<file path="config.mk">
export PLATFORM = sky130hd
export DESIGN_NAME = pulse_width_modulation
export DESIGN_NICKNAME = d
export VERILOG_FILES = /design/src/rtl/pulse_width_modulation_pkg.sv /design/src/rtl/pwm_period_counter.sv /design/src/rtl/pulse_width_modulation.sv
export SDC_FILE = /design/constraint.sdc
export NUM_CORES = 1
export LEC_CHECK = 0
export ABC_AREA = 1
export BUFFER_PORTS_ARGS = -buffer_cell sky130_fd_sc_hd__buf_2
export CAP_MARGIN = 10
export CORE_AREA = 5 5 42 44
export CTS_BUF_LIST = sky130_fd_sc_hd__clkbuf_4 sky130_fd_sc_hd__clkbuf_8
export CTS_CLUSTER_SIZE = 10
export DETAILED_ROUTE_END_ITERATION = 8
export DIE_AREA = 0 0 47 49
export PLACE_DENSITY = 0.57
export SYNTH_ARGS = -nofsm -noshare
export SYNTH_HDL_FRONTEND = slang
export SYNTH_SLANG_ARGS = --single-unit
</file>
<file path="constraint.sdc">
create_clock -name clk -period 1.2 [get_ports clk]
set_clock_uncertainty 0.15 [all_clocks]
set_input_delay 0.12 -clock clk [delete_from_list [all_inputs] [get_ports clk]]
set_output_delay 0.12 -clock clk [all_outputs]
set_load 0.01 [all_outputs]
</file>
<file path="src/rtl/pulse_width_modulation_pkg.sv">
// Shared constants for the fixed-period PWM generator.
package pulse_width_modulation_pkg;

    localparam int PWM_WIDTH  = 4;
    localparam int PWM_PERIOD = 2 ** PWM_WIDTH;

endpackage

</file>
<file path="src/rtl/pwm_period_counter.sv">
// Wrapping period counter with synchronous reset and a terminal-count flag.
module pwm_period_counter
    import pulse_width_modulation_pkg::*;
#(
    parameter int WIDTH = PWM_WIDTH
) (
    input  logic             clk,
    input  logic             rst,
    output logic [WIDTH-1:0] cnt,
    output logic             tc
);

    localparam logic [WIDTH-1:0] CNT_ONE = {{(WIDTH-1){1'b0}}, 1'b1};
    localparam logic [WIDTH-1:0] CNT_MAX = {WIDTH{1'b1}};

    always_ff @(posedge clk) begin
        if (rst) begin
            cnt <= '0;
        end else begin
            cnt <= cnt + CNT_ONE;
        end
    end

    // tc marks the last clock of the period; the duty register reloads on it.
    assign tc = (cnt == CNT_MAX);

endmodule

</file>
<file path="src/rtl/pulse_width_modulation.sv">
// Fixed-period PWM: double-buffered duty code, code 0 selects 100 % duty.
module pulse_width_modulation
    import pulse_width_modulation_pkg::*;
#(
    parameter int WIDTH = PWM_WIDTH
) (
    input  logic             clk,
    input  logic             rst,
    input  logic [WIDTH-1:0] duty_cycle,
    output logic             out_wave
);

    logic [WIDTH-1:0] cnt;
    logic             tc;
    logic [WIDTH-1:0] duty_q;
    logic             high_next;

    pwm_period_counter #(
        .WIDTH (WIDTH)
    ) u_period_counter (
        .clk (clk),
        .rst (rst),
        .cnt (cnt),
        .tc  (tc)
    );

    assign high_next = (duty_q == '0) | (cnt < duty_q);

    // duty_q only reloads at period end so a mid-period change cannot
    // shorten or stretch the pulse currently being generated.
    always_ff @(posedge clk) begin
        if (rst) begin
            duty_q   <= duty_cycle;
            out_wave <= 1'b0;
        end else begin
            out_wave <= high_next;
            if (tc) begin
                duty_q <= duty_cycle;
            end
        end
    end

endmodule

</file>
; ---- Word level (Yosys, flattened, before mapping)
; Cells that the tools add are included.
; Widths: inputs -> output; s select.
[totals]
reg_bits = 9
inputBits = 6
out_inout_bits = 1
elab_cells = 11
[op_classes]
add_sub_neg = 1
n_lt_le_gt_ge = 1
n_eq_ne = 1
mux = 2
n_bitwise = 1
reduce_logical = 2
[op_table]
columns = operator, count
row1 = $mux 4, 2
row2 = $add 4x1->4 const B, 1
row3 = $eq 4x4->1 const B, 1
row4 = $logic_not 4->1, 1
row5 = $lt 4x4->1, 1
row6 = $reduce_bool 2->1, 1
row7 = $or 1x1->1, 1

; ---- Depth between registers and ports, before layout
[logic_depth]
word_depth = 3
depth_mapped = 7
depth_no_buf = 7

; ---- Modules after synthesis
; From an unflattened synthesis, not the netlist that was laid out.
[unflattened]
hier_cells = 45
hier_area_um2 = 401.6
[by_module_without_submodules]
columns = mod, n_inst, cells_per_inst, area_per_inst_um2, seq_area_each_um2
row1 = pulse_width_modulation, 1, 25, 251.5, 140.1
row2 = pwm_period_counter, 1, 20, 150.1, 80.1

; ---- Least setup slack after synthesis
; Ideal clock, no wire load.
[synth_path]
path_type = register -> register
startpoint = register u_period_counter.cnt[0]
endpoint = register duty_q[0], enable pin
setup_ns = 0.338
arrival_ns = 0.819
required_time_ns = 0.712
slack_ns = -0.107
path_stages_with_launch = 4
n_path_buf = 0
period_less_slack_ns = 1.307
path_cell_list = dfxtp_1 ha_1 nand2_1 o21bai_1
[synth_between]
elab_chain_len = 2
[synth_lines]
columns = item, line
row1 = "start, declared", pwm_period_counter.sv:9  ; output logic [WIDTH-1:0] cnt,
row2 = "start signal, assigned", pwm_period_counter.sv:20  ; cnt <= cnt + CNT_ONE;
row3 = $eq 4x4->1, pwm_period_counter.sv:25  ; assign tc = (cnt == CNT_MAX);
row4 = $reduce_bool 2->1 (no line), n/a
row5 = "end signal, assigned", pulse_width_modulation.sv:33  ; duty_q <= duty_cycle;
row6 = "end signal, assigned", pulse_width_modulation.sv:38  ; duty_q <= duty_cycle;
row7 = "end, declared", pulse_width_modulation.sv:15  ; logic [WIDTH-1:0] duty_q;
; Every way passes these cells.
; A chain may end at the register's enable or synchronous reset.

; ---- Worst setup path after layout
[layout_path]
startpoint = register duty_q[1]
endpoint = register out_wave
[layout_between]
elab_chain_len = 2
elab_cells_between_ends = 3
cone_classes = 1 x order compare / 1 x bitwise / 1 x reduce/logical
[layout_lines]
columns = item, line
row1 = $lt 4x4->1 or $logic_not 4->1 (tied branches), pulse_width_modulation.sv:27  ; assign high_next = (duty_q == '0) | (cnt < duty_q);
row2 = $or 1x1->1 *, pulse_width_modulation.sv:27
row3 = "end signal, assigned", pulse_width_modulation.sv:36  ; out_wave <= high_next;
row4 = "end, declared", pulse_width_modulation.sv:10  ; output logic out_wave
; Every way passes the cells marked *; elsewhere a longest branch is shown, timed or not.

==> summary.txt <==
STA
  – Tightest Pin Transition: 0.162 ns
  – Max-slew violation count: 0
  – Final worst path period share: 102%
  – RSZ-0062 raised after global routing: true
  – Worst Setup Slack, final: -0.0224 ns
  – Minimum clock period after layout: about 1.2 ns
  – Hold Fails Final Rpt: 4
  – Hold slack: -0.0399 ns
  – Highest clock rate: 0.818 GHz
  – Relative slew slack: a little under 90%
  – Setup Viol. Count Final: 1

Finish
  – Nets@finish: between 60 and 70
  – Share of cells above drive strength 1: a little under two fifths
  – # fillers: between 100 and 150
  – Post-Layout Cell Count: 72
  – Antenna cells: 0
  – Syn-to-layout area delta: 45.5%

Flow run
  – MaxCap Viol Count: 0

Logic synthesis
  – Synth area leaders: edfxtp_1, dfxtp_1, ha_1
  – Cell variety after synth: 11
  – Total nets after synthesis: 50
  – Number of flops mapped to enable cells by yosys: 4
  – Syn Std Cell Area: 393 um2
  – Synth Instances: 40
  – Commonest cells in the synthesized netlist: inv_1, nand2_1, dfxtp_1
  – Synth Register Bits: 9
  – Syn Area/Cell: around 9.8 um2
  – Synth Flop Type: dfxtp_1
  – Post-synthesis sequential area ratio: roughly 56%
  – Cell with the most instances after synthesis: inv_1
  – Yosys Warn Count: 0
  – Async S/R FF share, synth: 0%
  – Post-synth top area cell: edfxtp_1
  – Synth top area share: 30.6%

Critical path
  – Worst EP arrival: around 1.3 ns
  – Most used cell, CP: nand2_1
  – Critical path, cell by cell: inv_1, ha_1, nand2_1, nand2_1, nand2_1, nand2_1, a21oi_2
  – Max stage delay cell, worst path: edfxtp_1
  – CP Class: flip-flop to flip-flop
  – Flop2flop setup slack: -0.02 ns
  – Max FO, Critical Path: 2
  – CP delay by family, top: flip-flops
  – Required @ worst endpoint: 1.24 ns
  – Max incr delay on CP: 0.39 ns
  – Crit path buffers/inverters: 1
  – CP Launch Type: flip-flop
  – CP endpoint kind: flip-flop

Pwr
  – IR drop worst, VDD: between 0.6 and 0.7 mV
  – Leakage Power: around 0.26 nW
  – Pwr Density: between 1000 and 1500 mW/mm2

Clock tree
  – Clock sinks: 9
  – H-tree depth: 1
  – CTS Buffer Depth: 2
  – CTS tree: done
  – Clk_lat worst skew: roughly 0.25 ns
  – Clock-pin slew on the worst setup and hold paths: 0.06 ns
  – CTS root buf: clkbuf_4
  – # hold bufs at CTS: 4
  – TritonCTS Buffers: 3

Drt
  – Via count: 308
  – DRC viols: 0
  – Final Routed Wirelength: around 690 um
  – DRT iter0 DRCs: 2
  – Vias per cell: ~4.3
  – First drt pass iteration count: 4
  – Detail Route Antenna Nets: 0
  – Routed len/inst: 9.53 um

Run status
  – Failing checks: negative hold slack, negative setup slack
  – Status: finished, violations left

Global routing
  – GRT Total Usage: 7.51%
  – Largest net degree at the start of global routing: 7
  – Overflow after GRT: 0
  – Initial antenna violation count: 0
  – Vias in the first global route: between 300 and 400
  – First-pass GRT wire length: 1.24 mm

Floorplanning
  – Initial Util: between 20% and 30%
  – Core ar.: 0.00140 mm2
  – DIE AREA: 0.00230 mm2
  – Die span in y: slightly below 50 um
  – Die width: ~47 um
  – IO Count: 7
  – FP Rows: 14

Placement
  – Number of I/O port buffers: 6
  – DP HPWL: 511 um
  – Placed insts: 63
  – GPL Wtd Cong: between 0.7 and 0.8

Worst hold path
  – Hold WC Path Type: primary input to flip-flop
[registers in the layout (all words and copies together), names as in the netlist]
| register | flops |
|---|---|
| duty_q | 4 |
| u_period_counter.cnt | 4 |
| out_wave | 1 |
[timing repair]
| item | CTS | global route |
|---|---|---|
| pin swaps | 1 | 1 |
| setup endpoints to repair | 5 | 5 |
| hold endpoints to repair | 8 | 4 |
| resized for setup | 2 | 4 |
| buffers inserted | 0 | 1 |
[where the power goes]
group / total [mW] / switching, mW / internal [mW]
Sequential: 0.355 / 0.0135 / 0.341
Combinational: 0.0847 / 0.0377 / 0.0470
Clock: 0.251 / 0.100 / 0.150
[area by class of cell]
| class | instances | area, um2 | share of cell area (%) |
|---|---|---|---|
| Multi-Input combinational cell | 23 | 181 | 31.7 |
| Sequential cell | 9 | 225 | 39.4 |
| Timing Repair Buffer | 12 | 85.1 | 14.9 |
| Tap cell | 16 | 20.0 | 3.50 |
| Clock buffer | 4 | 30.0 | 5.25 |
| Inverter | 8 | 30.0 | 5.25 |
[worst paths after layout]
| kind | depth (start not counted) | to | from |
|---|---|---|---|
| worst max-delay path | 7 | out_wave | duty_q[1] |
| worst min-delay path | 2 | out_wave | rst |
| worst max register to register | 7 | out_wave | duty_q[1] |
| worst min register to register | 2 | u_period_counter.cnt[0] | u_period_counter.cnt[0] |
[per-layer routing]
layer	part of all wire, %	global-route usage [%]
met2	48	10.4
met4	1.9	4.15
met5	0	0
met1	44	9.42
met3	5.8	3.32
[per-stage QoR]
step	power, mW	util (%)	setup TNS [ns]	setup WS, ns	area, um2
6_report	0.690	40.8	-0.0224	-0.0224	572
5_1_grt	0.739	40.8	-0.140	-0.113	572
4_1_cts	0.698	39.2	-0.0214	-0.0214	549
3_5_place_dp	0.428	33.5	-0.184	-0.0434	469
3_3_place_gp	0.427	33.5	-0.155	-0.0382	469
2_1_floorplan	0.402	-	0	0.00434	412
[layout by cell type, fill, tap and decap left out, drive strengths merged]
cell type	instances
nor3b	1
ha	4
nor2	4
inv	8
dfxtp	5
nand2	7
clkbuf	4
dlygate4sd3	4
buf	8
nand3	2
o21bai	2
edfxtp	4
a21oi	3
[cell families (layout without fill, tap and decap cells)]
| family | count (synthesis) | count (layout) | share of synthesized area [%] |
|---|---|---|---|
| AND/OR/NAND/NOR | 14 | 14 | 15.0 |
| flip-flops | 9 | 9 | 56.1 |
| buffers and inverters | 8 | 24 | 7.64 |
| AO/OA/AOI/OAI | 5 | 5 | 8.60 |
| adder cells (fa/ha/maj) | 4 | 4 | 12.7 |
No activity file was read; power rests on OpenSTA's default activity.
